`src/rtl/cnn_pkg.sv`:
```
// Shared types and constants for the classifier back end.
// Used by the FC sequencer and its feature buffer.
package cnn_pkg;

    localparam int LANES      = 16;
    localparam int BEATS      = 4;
    localparam int FEAT_W     = 8;
    localparam int FC_IN      = 4;
    localparam int FC_TIMEOUT = 1023;

    localparam int DEPTH  = LANES * BEATS;
    localparam int GROUPS = DEPTH / FC_IN;

    localparam int WR_W   = 3;
    localparam int RD_W   = 4;
    localparam int TMO_W  = $clog2(FC_TIMEOUT + 1);
    localparam int ROW_W  = $clog2(BEATS);
    localparam int GRP_W  = $clog2(GROUPS);
    localparam int LANE_W = $clog2(LANES);
    localparam int ELEM_W = $clog2(FC_IN);

    typedef logic signed [FEAT_W-1:0] feat_t;
    typedef logic [1:0] class_t;

    typedef enum logic [2:0] {
        IDLE,
        COLLECT,
        FEED,
        WAIT_FC,
        RESULT
    } fc_seq_state_t;

endpackage

```
`src/rtl/feat_buffer.sv`:
```
// 64-entry feature store: a full row of lanes is written per beat,
// a group of FC_IN features is read per FC cycle.
module feat_buffer
    import cnn_pkg::*;
(
    input  logic                    clk,
    input  logic                    we_i,
    input  logic [ROW_W-1:0]        wr_row_i,
    input  logic [LANES*FEAT_W-1:0] wr_data_i,
    input  logic [GRP_W-1:0]        rd_grp_i,
    output logic [FC_IN*FEAT_W-1:0] rd_data_o
);

    feat_t mem_q [DEPTH];

    // Row write: lane k lands at row*LANES + k; contents are never reset.
    always_ff @(posedge clk) begin
        if (we_i) begin
            for (int k = 0; k < LANES; k++) begin
                mem_q[{wr_row_i, LANE_W'(k)}] <= wr_data_i[k*FEAT_W +: FEAT_W];
            end
        end
    end

    // Group read: element j comes from grp*FC_IN + j.
    always_comb begin
        rd_data_o = '0;
        for (int j = 0; j < FC_IN; j++) begin
            rd_data_o[j*FEAT_W +: FEAT_W] = mem_q[{rd_grp_i, ELEM_W'(j)}];
        end
    end

endmodule

```
`src/rtl/fc_sequencer.sv`:
```
// Classifier back-end sequencer: conv kick-off, feature collection,
// FC streaming, FC completion wait with timeout, and result hold.
module fc_sequencer
    import cnn_pkg::*;
(
    input  logic                    clk,
    input  logic                    rst,
    input  logic                    start,
    output logic                    conv_start,
    input  logic                    feat_valid,
    input  logic [LANES*FEAT_W-1:0] feat_data,
    input  logic                    layer_done,
    output logic                    fc_en,
    output logic [FC_IN*FEAT_W-1:0] fc_in,
    input  logic                    fc_done,
    input  class_t                  fc_class,
    output logic                    busy,
    output logic                    result_valid,
    output class_t                  result_class,
    output logic [7:0]              seg,
    output logic                    error
);

    localparam logic [WR_W-1:0]  BEATS_C = WR_W'(BEATS);
    localparam logic [RD_W-1:0]  RD_LAST = RD_W'(GROUPS - 1);
    localparam logic [TMO_W-1:0] TMO_END = TMO_W'(FC_TIMEOUT - 1);

    fc_seq_state_t state_q, state_d;
    logic [WR_W-1:0]  wr_cnt_q, wr_cnt_d;
    logic [RD_W-1:0]  rd_cnt_q, rd_cnt_d;
    logic [TMO_W-1:0] tmo_q, tmo_d;
    logic             error_q, error_d;
    logic             conv_q, conv_d;
    logic             fc_en_q, fc_en_d;
    logic             rv_q, rv_d;
    logic             busy_q;
    class_t           cls_q, cls_d;
    logic [FC_IN*FEAT_W-1:0] fc_in_q, fc_in_d;
    logic [FC_IN*FEAT_W-1:0] rd_data;
    logic             we;

    feat_buffer u_buf (
        .clk       (clk),
        .we_i      (we),
        .wr_row_i  (wr_cnt_q[ROW_W-1:0]),
        .wr_data_i (feat_data),
        .rd_grp_i  (rd_cnt_d),
        .rd_data_o (rd_data)
    );

    // Next state, counters and next output values.
    always_comb begin
        state_d  = state_q;
        wr_cnt_d = wr_cnt_q;
        rd_cnt_d = rd_cnt_q;
        tmo_d    = tmo_q;
        error_d  = error_q;
        cls_d    = cls_q;
        conv_d   = 1'b0;
        fc_en_d  = 1'b0;
        rv_d     = 1'b0;
        we       = 1'b0;
        unique case (state_q)
            IDLE: begin
                if (start) begin
                    state_d  = COLLECT;
                    wr_cnt_d = '0;
                    error_d  = 1'b0;
                    conv_d   = 1'b1;
                end
            end
            COLLECT: begin
                if (feat_valid) begin
                    if (wr_cnt_q < BEATS_C) begin
                        we       = 1'b1;
                        wr_cnt_d = wr_cnt_q + 1'b1;
                    end else begin
                        error_d = 1'b1;
                    end
                end
                if (layer_done) begin
                    if (wr_cnt_d == BEATS_C) begin
                        state_d  = FEED;
                        rd_cnt_d = '0;
                        fc_en_d  = 1'b1;
                    end else begin
                        state_d = IDLE;
                        error_d = 1'b1;
                    end
                end
            end
            FEED: begin
                if (rd_cnt_q == RD_LAST) begin
                    state_d = WAIT_FC;
                    tmo_d   = '0;
                end else begin
                    rd_cnt_d = rd_cnt_q + 1'b1;
                    fc_en_d  = 1'b1;
                end
            end
            WAIT_FC: begin
                if (fc_done) begin
                    state_d = RESULT;
                    cls_d   = fc_class;
                    rv_d    = 1'b1;
                end else if (tmo_q == TMO_END) begin
                    state_d = IDLE;
                    error_d = 1'b1;
                end else begin
                    tmo_d = tmo_q + 1'b1;
                end
            end
            RESULT: begin
                state_d = IDLE;
            end
            default: begin
                state_d = IDLE;
            end
        endcase
        fc_in_d = fc_en_d ? rd_data : fc_in_q;
    end

    // State, counters and registered outputs.
    always_ff @(posedge clk or posedge rst) begin
        if (rst) begin
            state_q  <= IDLE;
            wr_cnt_q <= '0;
            rd_cnt_q <= '0;
            tmo_q    <= '0;
            error_q  <= 1'b0;
            cls_q    <= '0;
            conv_q   <= 1'b0;
            fc_en_q  <= 1'b0;
            rv_q     <= 1'b0;
            busy_q   <= 1'b0;
            fc_in_q  <= '0;
        end else begin
            state_q  <= state_d;
            wr_cnt_q <= wr_cnt_d;
            rd_cnt_q <= rd_cnt_d;
            tmo_q    <= tmo_d;
            error_q  <= error_d;
            cls_q    <= cls_d;
            conv_q   <= conv_d;
            fc_en_q  <= fc_en_d;
            rv_q     <= rv_d;
            busy_q   <= (state_d != IDLE);
            fc_in_q  <= fc_in_d;
        end
    end

    assign conv_start   = conv_q;
    assign fc_en        = fc_en_q;
    assign fc_in        = fc_in_q;
    assign busy         = busy_q;
    assign result_valid = rv_q;
    assign result_class = cls_q;
    assign seg          = {6'b0, cls_q};
    assign error        = error_q;

endmodule

```
`config.mk`:
```
export PLATFORM = sky130hd
export DESIGN_NAME = fc_sequencer
export DESIGN_NICKNAME = d
export VERILOG_FILES = /design/src/rtl/cnn_pkg.sv /design/src/rtl/feat_buffer.sv /design/src/rtl/fc_sequencer.sv
export SDC_FILE = /design/constraint.sdc
export NUM_CORES = 1
export LEC_CHECK = 0
export ABC_AREA = 1
export BUFFER_PORTS_ARGS = -buffer_cell sky130_fd_sc_hd__buf_2
export CAP_MARGIN = 10
export CORE_ASPECT_RATIO = 0.6
export CORE_MARGIN = 4
export CORE_UTILIZATION = 45
export CTS_CLUSTER_DIAMETER = 40
export CTS_CLUSTER_SIZE = 24
export DETAILED_ROUTE_END_ITERATION = 7
export PLACE_DENSITY = 0.63
export SYNTH_ARGS = -nofsm -noshare
export SYNTH_HDL_FRONTEND = slang
export SYNTH_SLANG_ARGS = --single-unit
export TNS_END_PERCENT = 5
```
`constraint.sdc`:
```
create_clock -name clk -period 15.3 [get_ports clk]
set_clock_uncertainty 0.2 [all_clocks]
set_input_delay 0.765 -clock clk [delete_from_list [all_inputs] [get_ports clk]]
set_output_delay 0.765 -clock clk [all_outputs]
set_load 0.05 [all_outputs]
```
### After elaboration in Yosys (flattened, before gate mapping)

Memories as Yosys holds them, arrays and structs flattened. A register that Yosys moved wholly into a read port is not among the register bits.
Cells that the tools add are included.

* bits in registers: 27
* memory bits (writable): 512
* bits of input ports: 136
* logic and storage cells: 76
* memories: 1

Memory list
* u_buf.mem_q: depth 64, bits a word 8, read ports 4, clocked after Yosys merged registers in 4, wr ports 16, line feat_buffer.sv:14 `feat_t mem_q [DEPTH];`

* add/sub/neg operators: 3
* magnitude comparators: 1
* equality and inequality tests: 11
* mux-type cells: 41
* reduce and logical (&&, ||, !) cells: 9

Operators by type and width (number)
* $mux W10: 3
* $mux W3: 9
* $pmux W10 S2: 1
* $mux W1: 19
* $mux W4: 3
* $pmux W3 S4: 1
* $add A10 B1 Y10 const B: 1
* $eq A10 B10 Y1 const B: 1
* $ne A2 B2 Y1 const B: 5
* $pmux W4 S2: 1
* $reduce_and A4 Y1: 2
* $eq A3 B2 Y1 const B: 2
* $pmux W3 S2: 1
* $reduce_bool A3 Y1: 2
* $add A4 B1 Y4 const B: 1
* $eq A4 B4 Y1 const B: 1
* $reduce_and A2 Y1: 2
* $reduce_bool A2 Y1: 2
* $add A3 B1 Y3 const B: 1
* $eq A3 B1 Y1 const B: 1
* $eq A3 B3 Y1 const B: 1
* $logic_not A3 Y1: 1
* $lt A3 B3 Y1 const B: 1
* $pmux W1 S3: 1
* other kinds (2): 2

### Longest topological paths before layout

* depth in word-level cells: 9
* mapped depth: 17

### By module

A second synthesis with hierarchy kept.

* cell total of the unflattened synthesis: 2405
* area total of the unflattened synthesis: 24917.6 µm²

By module, submodules not included
* feat_buffer: instances 1, cells an instance 2068, area each 21983.6 µm², seq. area each 15374.7 µm²
* fc_sequencer: instances 1, cells an instance 337, area each 2934.1 µm², seq. area each 1476.4 µm²

### Worst setup path before layout

Ideal clock, no wire load.

* kind: input-to-reg
* from: input feat_valid
* to: memory u_buf.mem_q[0][0] (netlist name), enable pin
* arrival time: 6.340 ns
* data required time: 14.483 ns
* path slack: 8.143 ns
* stages on the path: 4
* buffers on the path: 0
* cells stage by stage: inv_1 -> nor2_1 -> nand2_1 -> nor2_1

RTL lines
* from (decl): line fc_sequencer.sv:10 `input logic feat_valid,`
* to (decl): line feat_buffer.sv:14

### Final worst setup path

* from: register wr_cnt_q[0]
* to: register fc_in_q[11], in the netlist fc_in[11], read port of u_buf.mem_q

* word-level cells in the longest chain between the ends: 8
* elaborated cells on any way between the ends: 12

Ends and longest elaborated chain
* from (decl): line fc_sequencer.sv:29 `logic [WR_W-1:0] wr_cnt_q, wr_cnt_d;`
* from (signal assigned): line fc_sequencer.sv:139 `wr_cnt_q <= wr_cnt_d;`
* $add A3 B1 Y3 / $lt A3 B3 Y1 (equally long branches): line fc_sequencer.sv:76, fc_sequencer.sv:74
* $mux W3: line fc_sequencer.sv:74 `if (wr_cnt_q < BEATS_C) begin`
* $mux W3 (*): line fc_sequencer.sv:73 `if (feat_valid) begin`
* $mux W3 (*): line fc_sequencer.sv:63 `unique case (state_q)`
* $eq A3 B3 Y1 (*): line fc_sequencer.sv:82 `if (wr_cnt_d == BEATS_C) begin`
* $mux W4 / $mux W1 (equally long branches): line fc_sequencer.sv:82
* $mux W4 / $mux W1 (equally long branches): line fc_sequencer.sv:81 `if (layer_done) begin`
* $pmux W4 S2 / $pmux W1 S2 (equally long branches): line fc_sequencer.sv:63
* to (decl): line fc_sequencer.sv:38 `logic [FC_IN*FEAT_W-1:0] fc_in_q, fc_in_d;`

Every way passes the cells marked *; elsewhere a longest branch is shown, timed or not. The select of a mux whose other input is x is not followed.
A chain may end at the register's enable or synchronous reset.

==> results.json <==
{
  "rsz0062_at_grt": "no",
  "first_pass_iters": 6,
  "avgSynthCellArea_um2": 12.1,
  "drv_cap": 0,
  "grt_pass1_wl_um": 89400,
  "synth_top_area_cell": "edfxtp_1",
  "worst_slew_pin_slew_ns": 1.16,
  "root_buffer": "clkbuf_16",
  "worst-setup-path-type": "reg2reg",
  "yosysWarnings": 0,
  "end_kind": "register",
  "die_height_um": 185,
  "gp_congestion": 0.796,
  "synth_seq_cells": 571,
  "row_count": 64,
  "vias_per_cell": 5.60,
  "drt-initial-drc-count": 1553,
  "die_area_um2": 55900,
  "hold_slack_ns": 0.194,
  "coreArea_um2": 51200,
  "yosysTopAreaCellShare": 0.657,
  "nets": 2188,
  "placed_cells": 2683,
  "insertion_delay_ns": 0.59,
  "status": "finished clean",
  "drc": 0,
  "leakage_nw": 9.78,
  "antenna_found_initial": 15,
  "synthTopCellsByArea": "edfxtp_1 66%, nand3_1 16%, dfrtp_1 6.3%",
  "arrival_ns": 4.79,
  "ys_types": 34,
  "required_ns": 15.62,
  "synthToLayoutAreaGrowth_pct": 12.6,
  "cts.hold.buffers_added": 0,
  "min_path_type": "in2reg",
  "finalMaxSlewViolations": 0,
  "numCtsBuffers": 53,
  "post-place-ws_ns": 10.60,
  "grt-ovfl-total": 0,
  "critPathMaxFanout": 145,
  "synth_top_flop_cell": "edfxtp_1",
  "vias": 15600,
  "antenna_left": 0,
  "ir_worst_vdd_uv": 176,
  "post_cts_buffers": 0,
  "grt_usage": 0.206,
  "final_cells": 2792,
  "hold_viol": 0,
  "synth_common_cells": "745 x nand3_1, 512 x edfxtp_1, 362 x nand2_1",
  "synth_edf_count": 512,
  "relSlewSlack": 0.229,
  "netlist_instances": 1937,
  "die_w_um": 302,
  "cts_tree": "done",
  "wl_um": 58400,
  "grt_max_degree": 146,
  "crit_start": "wr_cnt_q[0]",
  "cts_buffer_depth": 3,
  "async_flop_share": 0.103,
  "worstReg2RegStart": "wr_cnt_q[0]",
  "timing.fmax_ghz": 0.224,
  "synth.most_common_cell": "nand3_1",
  "seq_area_frac_synth": 0.720,
  "cts.sinks": 571,
  "p_per_area_nw_per_um2": 197,
  "min_period_ns": 4.46,
  "port_buffers": 176,
  "dp_hpwl_um": 31600,
  "clk_pin_slew_ns": 0.07,
  "ctsResizeCount": 0,
  "worst_slack_ns": 10.84,
  "final.setup.tns_ns": 0,
  "setup_violations": 0,
  "h-tree-depth": 2,
  "grt_pass1_vias": 14900,
  "critPathLaunchType": "register",
  "io_pins": 183,
  "initial_core_util": 0.458,
  "hold_start": "feat_data[9]",
  "drive_gt1_frac": 0.151,
  "wl_per_cell_um": 20.9,
  "syn_area_um2": 23400,
  "layout_worst_path_cycle_share": 0.292
}
-- report_power, final --
part / total (mW) / switching, mW / internal, mW
Combinational: 1.94 / 1.44 / 0.501
Clock: 1.34 / 0.636 / 0.707
Sequential: 1.91 / 0.0586 / 1.85
-- per-stage QoR --
step	instance area (um^2)	utilization	power (mW)
after floorplan	23400	-	3.49
after global placement	24500	0.480	3.84
after detailed placement	24500	0.480	3.88
after CTS	26300	0.515	5.22
after global routing	26400	0.515	5.51
final	26400	0.515	5.19
-- logic make-up after synthesis --
kind of cell               share of synthesized area
and+or+nand+nor                                0.226
DFF                                            0.720
buffers and inverters                         0.0442
AOI/OAI and AO/OA                            0.00577
adders and majority gates                    0.00374
xor gates and xnor gates                    0.000374
other                                       0.000160
-- worst paths after layout --
kind / cells after the start / endpoint / slack [ns]
setup / recovery: 16 / fc_in[11] / 10.84
hold / removal: 1 / u_buf.mem_q[12][9] / 0.19
setup reg to reg: 16 / fc_in[11] / 10.84
hold reg to reg: 2 / fc_in[7] / 0.28
max in group asynchronous: 3 / fc_in[29] / 13.90
min in group asynchronous: 3 / fc_in[14] / 0.33
-- final cells by class --
class                           instances  area (um^2)
Sequential cell                       571        16900
Inverter                               40          154
Timing Repair Buffer                  194         1040
Fill cell                            4346        24800
Antenna cell                            9         22.5
Clock inverter                         45          415
Clock buffer                           55         1380
Multi-Input combinational cell       1185         5630
Tap cell                              693          867
-- cells in the final DEF, fill, tap and decap left out, types with 2 or more instances in the layout --
master,synthesis,layout
dfrtp_1,59,59
edfxtp_1,512,512
buf_12,1,2
nand2_8,0,2
nor2_1,22,18
nand3_1,745,745
o21ai_0,10,10
nor2_4,0,4
clkinv_8,0,2
conb_1,1,6
nand2_2,2,2
nand4_1,4,4
o22ai_1,3,3
nand2_1,362,360
o211ai_1,2,2
buf_2,83,176
buf_4,13,16
nor3_1,6,6
clkinvlp_4,0,2
inv_2,7,8
inv_8,0,7
o21ai_4,0,2
clkinv_1,0,3
inv_6,0,21
clkbuf_16,0,55
clkinv_2,0,7
a21oi_1,4,4
ha_1,7,7
inv_1,33,30
diode_2,0,9
clkinv_4,0,2
-- worst max-delay path: stages (launching register included) --
cell	delay (ns)
dfrtp_1	0.41
inv_1	0.12
ha_1	0.30
inv_1	0.06
nand2_1	0.05
nand2_1	0.13
nand4_1	0.09
nand2_1	0.16
nand2_8	0.30
nand2_8	0.78
buf_4	0.97
nand2_1	0.15
nand3_1	0.15
nand3_1	0.08
nand3_1	0.11
nand3_1	0.11
nand2_1	0.09
-- per-layer routing --
layer  part of all wire  vias up  global-route usage
met1               0.44     7665               0.294
met5             0.0013        -                   0
met3              0.077      104              0.0482
li1                   -     7258                   -
met4              0.020       14              0.0550
met2               0.46      603               0.321
-- registers in the layout, indices dropped and copies added (netlist names), 2 cells and up --
| signal | cells |
|---|---|
| fc_in | 32 |
| rd_cnt_q | 4 |
| result_class | 2 |
| state_q | 3 |
| tmo_q | 10 |
| u_buf.mem_q | 512 |
| wr_cnt_q | 3 |
Power figures use the tool's default switching activity.
